**src/rtl/control_pkg.sv**
```systemverilog
// control_pkg: shared state, select and command encodings for the multicycle control unit
package control_pkg;
    typedef enum logic [3:0] {
        FETCH, DECODE, MEMADR, MEMREAD, MEMWB, MEMWRITE,
        EXECUTER, EXECUTEI, ALUWB, BRANCH, UNKNOWN
    } state_t;
    localparam logic [1:0] ALU_ADD = 2'b00;
    localparam logic [1:0] ALU_SUB = 2'b01;
    localparam logic [1:0] ALU_AND = 2'b10;
    localparam logic [1:0] ALU_ORR = 2'b11;
    localparam logic [1:0] SRCB_REG = 2'b00;
    localparam logic [1:0] SRCB_IMM = 2'b01;
    localparam logic [1:0] SRCB_FOUR = 2'b10;
    localparam logic [1:0] RES_ALUOUT = 2'b00;
    localparam logic [1:0] RES_DATA = 2'b01;
    localparam logic [1:0] RES_ALURESULT = 2'b10;
    localparam logic [1:0] OP_DP = 2'b00;
    localparam logic [1:0] OP_MEM = 2'b01;
    localparam logic [1:0] OP_BR = 2'b10;
    localparam logic [1:0] OP_ILL = 2'b11;
    localparam logic [3:0] CMD_ADD = 4'b0100;
    localparam logic [3:0] CMD_SUB = 4'b0010;
    localparam logic [3:0] CMD_AND = 4'b0000;
    localparam logic [3:0] CMD_ORR = 4'b1100;
    localparam logic [3:0] CMD_CMP = 4'b1010;
endpackage

```
**src/rtl/alu_decoder.sv**
```systemverilog
// alu_decoder: maps the data-processing cmd/S bits to ALUControl, FlagW and NoWrite
module alu_decoder
    import control_pkg::*;
(
    input  logic       ALUOp,
    input  logic [4:0] Funct,
    output logic [1:0] ALUControl,
    output logic [1:0] FlagW,
    output logic       NoWrite
);
    logic [3:0] cmd;
    logic       is_cmp;
    logic       is_addsub;
    assign cmd = Funct[4:1];
    assign is_cmp = cmd == CMD_CMP;
    assign is_addsub = (cmd == CMD_ADD) || (cmd == CMD_SUB);
    assign ALUControl = !ALUOp ? ALU_ADD :
                        (cmd == CMD_SUB || is_cmp) ? ALU_SUB :
                        cmd == CMD_AND ? ALU_AND :
                        cmd == CMD_ORR ? ALU_ORR : ALU_ADD;
    assign FlagW = !ALUOp ? 2'b00 : is_cmp ? 2'b11 : {Funct[0], Funct[0] & is_addsub};
    assign NoWrite = ALUOp & is_cmp;
endmodule

```
**src/rtl/multicycle_control.sv**
```systemverilog
// multicycle_control: Moore FSM sequencing ARMv4-subset instructions and driving datapath selects
module multicycle_control
    import control_pkg::*;
(
    input  logic       clk,
    input  logic       reset,
    input  logic [1:0] Op,
    input  logic [5:0] Funct,
    input  logic [3:0] Rd,
    output logic       IRWrite,
    output logic       NextPC,
    output logic       AdrSrc,
    output logic       ALUSrcA,
    output logic [1:0] ALUSrcB,
    output logic [1:0] ResultSrc,
    output logic [1:0] ALUControl,
    output logic       PCS,
    output logic       RegW,
    output logic       MemW,
    output logic       NoWrite,
    output logic [1:0] FlagW,
    output logic       Illegal
);
    state_t state, next;
    logic   aluop;
    logic   branch;
    logic   dec_nowrite;
    always_ff @(posedge clk or negedge reset)
        if (!reset) state <= FETCH;
        else state <= next;
    always_comb begin
        next = FETCH;
        case (state)
            FETCH:    next = DECODE;
            DECODE:   next = Op == OP_MEM ? MEMADR :
                             Op == OP_BR  ? BRANCH :
                             Op == OP_ILL ? UNKNOWN :
                             Funct[5]     ? EXECUTEI : EXECUTER;
            MEMADR:   next = Funct[0] ? MEMREAD : MEMWRITE;
            MEMREAD:  next = MEMWB;
            EXECUTER: next = ALUWB;
            EXECUTEI: next = ALUWB;
            default:  next = FETCH;
        endcase
    end
    // Unreachable encodings fall to the all-zero default, so no write request can leak
    always_comb begin
        IRWrite = 1'b0;
        NextPC = 1'b0;
        AdrSrc = 1'b0;
        ALUSrcA = 1'b0;
        ALUSrcB = SRCB_REG;
        ResultSrc = RES_ALUOUT;
        RegW = 1'b0;
        MemW = 1'b0;
        branch = 1'b0;
        aluop = 1'b0;
        Illegal = 1'b0;
        case (state)
            FETCH: begin
                IRWrite = 1'b1;
                NextPC = 1'b1;
                ALUSrcA = 1'b1;
                ALUSrcB = SRCB_FOUR;
                ResultSrc = RES_ALURESULT;
            end
            DECODE: begin
                ALUSrcA = 1'b1;
                ALUSrcB = SRCB_FOUR;
                ResultSrc = RES_ALURESULT;
            end
            MEMADR:   ALUSrcB = SRCB_IMM;
            MEMREAD:  AdrSrc = 1'b1;
            MEMWB: begin
                ResultSrc = RES_DATA;
                RegW = 1'b1;
            end
            MEMWRITE: begin
                AdrSrc = 1'b1;
                MemW = 1'b1;
            end
            EXECUTER: aluop = 1'b1;
            EXECUTEI: begin
                ALUSrcB = SRCB_IMM;
                aluop = 1'b1;
            end
            ALUWB:    RegW = 1'b1;
            BRANCH: begin
                ALUSrcB = SRCB_IMM;
                ResultSrc = RES_ALURESULT;
                branch = 1'b1;
            end
            UNKNOWN:  Illegal = 1'b1;
            default:  ;
        endcase
    end
    alu_decoder u_alu_decoder (
        .ALUOp      (aluop),
        .Funct      (Funct[4:0]),
        .ALUControl (ALUControl),
        .FlagW      (FlagW),
        .NoWrite    (dec_nowrite)
    );
    // CMP keeps NoWrite through writeback so the gated register write stays off
    assign NoWrite = dec_nowrite | (state == ALUWB && Funct[4:1] == CMD_CMP);
    assign PCS = ((Rd == 4'd15) & RegW) | branch;
endmodule

```
**config.mk**
```make
export PLATFORM = sky130hd
export DESIGN_NAME = multicycle_control
export DESIGN_NICKNAME = d
export VERILOG_FILES = /design/src/rtl/control_pkg.sv /design/src/rtl/alu_decoder.sv /design/src/rtl/multicycle_control.sv
export SDC_FILE = /design/constraint.sdc
export NUM_CORES = 1
export LEC_CHECK = 0
export ABC_AREA = 1
export BUFFER_PORTS_ARGS = -buffer_cell sky130_fd_sc_hd__buf_2
export CORE_AREA = 2 2 39 41
export CTS_BUF_LIST = sky130_fd_sc_hd__clkbuf_2
export CTS_CLUSTER_SIZE = 20
export DETAILED_ROUTE_END_ITERATION = 6
export DIE_AREA = 0 0 41 43
export PLACE_DENSITY = 0.62
export SYNTH_ARGS = -nofsm -noshare
export SYNTH_HDL_FRONTEND = slang
export SYNTH_SLANG_ARGS = --single-unit
```
**constraint.sdc**
```tcl
create_clock -name clk -period 1.4 [get_ports clk]
set_input_delay 0.21 -clock clk [delete_from_list [all_inputs] [get_ports clk]]
set_output_delay 0.21 -clock clk [all_outputs]
set_load 0.01 [all_outputs]
```
=== Yosys cells after proc, flatten, opt, wreduce, memory -nomap -nowiden ===
Index checks and enable logic that the tools add are counted.

* Equality and inequality tests: 18
* Multiplexer cells: 22
* Bitwise gates (word level): 5
* Reduce and logical (&&, ||, !) cells: 11

{| class="wikitable"
|+ Operators by type and width
! kind !! count
|-
| 4-bit equality test (second input constant) || 6
|-
| 4-bit by 3-bit equality test with 1-bit output (second input constant) || 5
|-
| 4-bit case mux with 5 select lines || 1
|-
| 4-bit by 2-bit equality test with 1-bit output (second input constant) || 3
|-
| 2-bit 2-to-1 mux || 6
|-
| 4-bit 2-to-1 mux || 3
|-
| 1-bit 2-to-1 mux || 9
|-
| 4-bit logical NOT || 2
|-
| 2-bit case mux with 2 select lines || 2
|-
| 2-bit OR reduction || 4
|-
| 3-bit OR reduction || 2
|-
| 2-bit equality test (second input constant) || 2
|-
| 4-bit by 1-bit equality test with 1-bit output (second input constant) || 1
|-
| 1-bit AND || 3
|-
| 3-bit 2-to-1 mux || 1
|-
| 2-bit by 1-bit equality test with 1-bit output (second input constant) || 1
|-
| 1-bit logical OR || 2
|-
| 1-bit bitwise OR || 2
|-
| 1-bit logical AND || 1
|}

* Flip-flop bits (word level): 4
* Word-level logic and storage cells: 57

=== Depth between registers and ports, before layout ===
* Word-level depth: 5
* Gate-level depth with buffers: 6

=== Hierarchy ===
Synthesis repeated with hierarchy kept, for this count alone.

* Cell total of the unflattened synthesis: 81
* Area total of the unflattened synthesis: 451.7 µm²

{| class="wikitable"
|+ Modules (own cells, without submodules)
! module !! cells each !! times used !! area an instance (µm²)
|-
| multicycle_control || 58 || 1 || 342.8
|-
| alu_decoder || 23 || 1 || 108.9
|}

=== Worst setup path after synthesis ===
Ideal clock, no wire load.

* Path type: register -> output
* Start: reg state[2]
* End: out NextPC
* Data arrival time: 1113 ps
* Required time: 1190 ps
* Stages on the path, launching flop included: 5
* Path slack: 77 ps
* Path through: dfrtp_1 > nor2_1 > inv_1 > nor3_1 > buf_4

* Cells in the longest elaborated chain, start to end: 2

{| class="wikitable"
|+ RTL lines
! item !! line !! text
|-
| from (decl) || multicycle_control.sv:24 || <nowiki>state_t state, next;</nowiki>
|-
| from (signal assigned) || multicycle_control.sv:30 || <nowiki>else state <= next;</nowiki>
|-
| 4-bit logical NOT || n/a ||
|-
| 1-bit 2-to-1 mux || n/a ||
|-
| to (decl) || multicycle_control.sv:11 || <nowiki>output logic NextPC,</nowiki>
|}

Every way passes these cells.

=== Worst setup path after layout ===
* Start: reg state[2]
* End: out IRWrite

* Cells in the longest elaborated chain, start to end: 2

{| class="wikitable"
|+ RTL lines
! item !! line !! text
|-
| 4-bit logical NOT || multicycle_control.sv:59 || <nowiki>case (state)</nowiki>
|-
| 1-bit 2-to-1 mux || multicycle_control.sv:59 ||
|-
| to (decl) || multicycle_control.sv:10 || <nowiki>output logic IRWrite,</nowiki>
|}

Every way passes these cells.

==> metrics.txt <==
Design Power 0.00130 W; crit path max fanout 5; Final Hold Vio Count 0; EDFF count, synth 0; maximum vdd drop 0.924 mV; cell count after synthesis 80; Global Route met1 Usage 15.6%; htree depth 1; Post-Syn Area roughly 420 um^2; Lkg Pwr 0.441 nW; maximum number of pins on one net before global-route repair 9; Final WS setup -0.0417 ns; top post-synthesis cells by count 23 x nand2_1, 18 x inv_1, 14 x nor2_1; Critical Path Max Stage Delay 0.43 ns; Worst Skew 0.00355 ns; starting DRC count in detailed routing 8; HP Class input pin to flip-flop; GP Congestion 0.747; internal reg-to-reg setup slack between 0.3 and 0.4 ns; Final setup viols 6; largest register by flop count state; std cell rows 14; Largest register FFs 4; failing checks negative setup slack; CTS Buf Count 3; Die X 41 um; CP max stage cell dfrtp_2; max-cap violations 0; Most Used Layer, Global Route met2; share of cells above drive strength 1 48.7%; hpwl dp 907 um; Max Root-Sink Buffers 2; Largest regs state x4; Worst Path Required between 1 and 1.5 ns; Final ANT Viol Nets 0; first-pass GRT wire length 1720 um; Achievable Freq approximately 690 MHz; period utilization 103%; status finished with violations; core area approximately 0.0014 mm^2; Top FF cell, synth dfrtp_1; met2 Use GR 22.8%; # nets final approximately 130; Initial DRT Pass Iterations 4; register area share after synthesis 23.8%; post-synth top area share 23.8%; Synth Warn # 0; RSZ-0062 raised after global routing yes; synth unique cells 15; CTS clk-pin slew, worst paths about 0.05 ns; Syn Area/Cell 5.26 um^2; dpl ws roughly 0.11 ns; initial antenna violation count 0; WP data arrival between 1 and 1.5 ns; Port Buffer Count 30; worst setup path class flip-flop to output port; CTS Root Cell clkbuf_2; setup TNS -0.141 ns; Clock Sinks 4; met3 Usage GRT 3.14%; post-synth top area cell dfrtp_1; Critical Path Source Type flip-flop; vias in the first global route 482; Post-Syn Nets 94; die area 0.00176 mm^2; vias 586; Worst setup EP type output port; Final Routed Wirelength 1130 um; Initial Utilization 30.4%; CTS tree yes; I/O pins 31; pwr dens 1930 mW/mm^2; Slew headroom a little over four fifths; drt wl/cell 8.60 um; ys async rst share 100%; Synth Register Bits 4; die span in y 43 um; Tmin final 1.44 ns; ant diodes 0; Slew Viols, Final 0; hold_ws 0.230 ns; Synth area leaders dfrtp_1 24%, nand2_1 21%, inv_1 16%; area delta synth->final 59.8%; grt ovf 0; count leader, synth nand2_1; gr usage total between 10% and 20%; clock latency at the later pin of the worst-skew pair 0.21 ns; Worst Max-Slew Pin Slew 0.226 ns; worst path cell trace nor2_2 -> inv_2 -> nor3_1 -> buf_2; detailed-route DRC error count 0; vias per cell ~4.5
[per-layer routing]
metal	share of wire, %	vias up	wire length (um)
li1	-	315	-
met1	40	249	455
met2	51	20	579
met3	6.9	2	78
met4	1.2	0	13
met5	0	-	0
[stage by stage]
stage / utilization (%) / std cells / instance area [um^2]
2_1_floorplan: - / 80 / 420
3_3_place_gp: 41.8 / 124 / 578
3_5_place_dp: 41.8 / 124 / 578
4_1_cts: 46.6 / 131 / 644
5_1_grt: 48.6 / 131 / 672
6_report: 48.6 / 131 / 672
[worst max-delay path: cells and delay by family (launching register included)]
kind                   cells  cell delay (ns)
buffers and inverters      2             0.26
AND/OR/NAND/NOR            2             0.34
flip-flops                 1             0.43
[logic make-up (layout without fill, tap and decap cells)]
family,count (synthesis),count (layout),synth area share (%)
AO/OA/AOI/OAI,8,8,10.4
buffers and inverters,21,56,19.9
flip-flops,4,4,23.8
AND/OR/NAND/NOR,47,47,45.8
[worst paths after layout]
kind	to	startpoint	depth (start not counted)
worst min register to register	state[0]	state[0]	1
worst min-delay path	state[3]	Op[1]	3
max in group asynchronous	state[0]	reset	2
worst max-delay path	IRWrite	state[2]	4
worst max register to register	state[2]	state[2]	5
min in group asynchronous	state[3]	reset	2
[area by class of cell]
type | count | area, um^2
clock buffers | 3 | 15.0
fillers | 152 | 712
inverters | 19 | 73.8
multi-input cells | 55 | 275
flip-flops and latches | 4 | 105
well taps | 16 | 20.0
repair buffers | 34 | 183
[cell usage in the layout, fill, tap and decap left out, drive strengths merged]
| cell type | n |
|---|---|
| nand2 | 25 |
| dlygate4sd3 | 1 |
| buf | 33 |
| a21oi | 2 |
| o21ai | 4 |
| clkbuf | 3 |
| dfrtp | 4 |
| o211ai | 1 |
| nand3 | 4 |
| o22ai | 1 |
| nor3 | 3 |
| inv | 19 |
| nor2 | 15 |
[where the power goes]
group | switching (W) | leakage [nW] | internal [W] | total [W]
clock | 0.0000482 | 0.0125 | 0.0000576 | 0.000106
sequential | 0.000101 | 0.0460 | 0.000184 | 0.000285
combinational | 0.000548 | 0.383 | 0.000356 | 0.000904
[timing repair]
item,4_1_cts,5_1_grt
setup endpoints to repair,10,14
hold endpoints to repair,4,0
buffers inserted,3,0
pin swaps,4,2
gates cloned,0,0
gates resized for setup,9,12
hold buffers,1,0
Power figures use the tool's default switching activity.
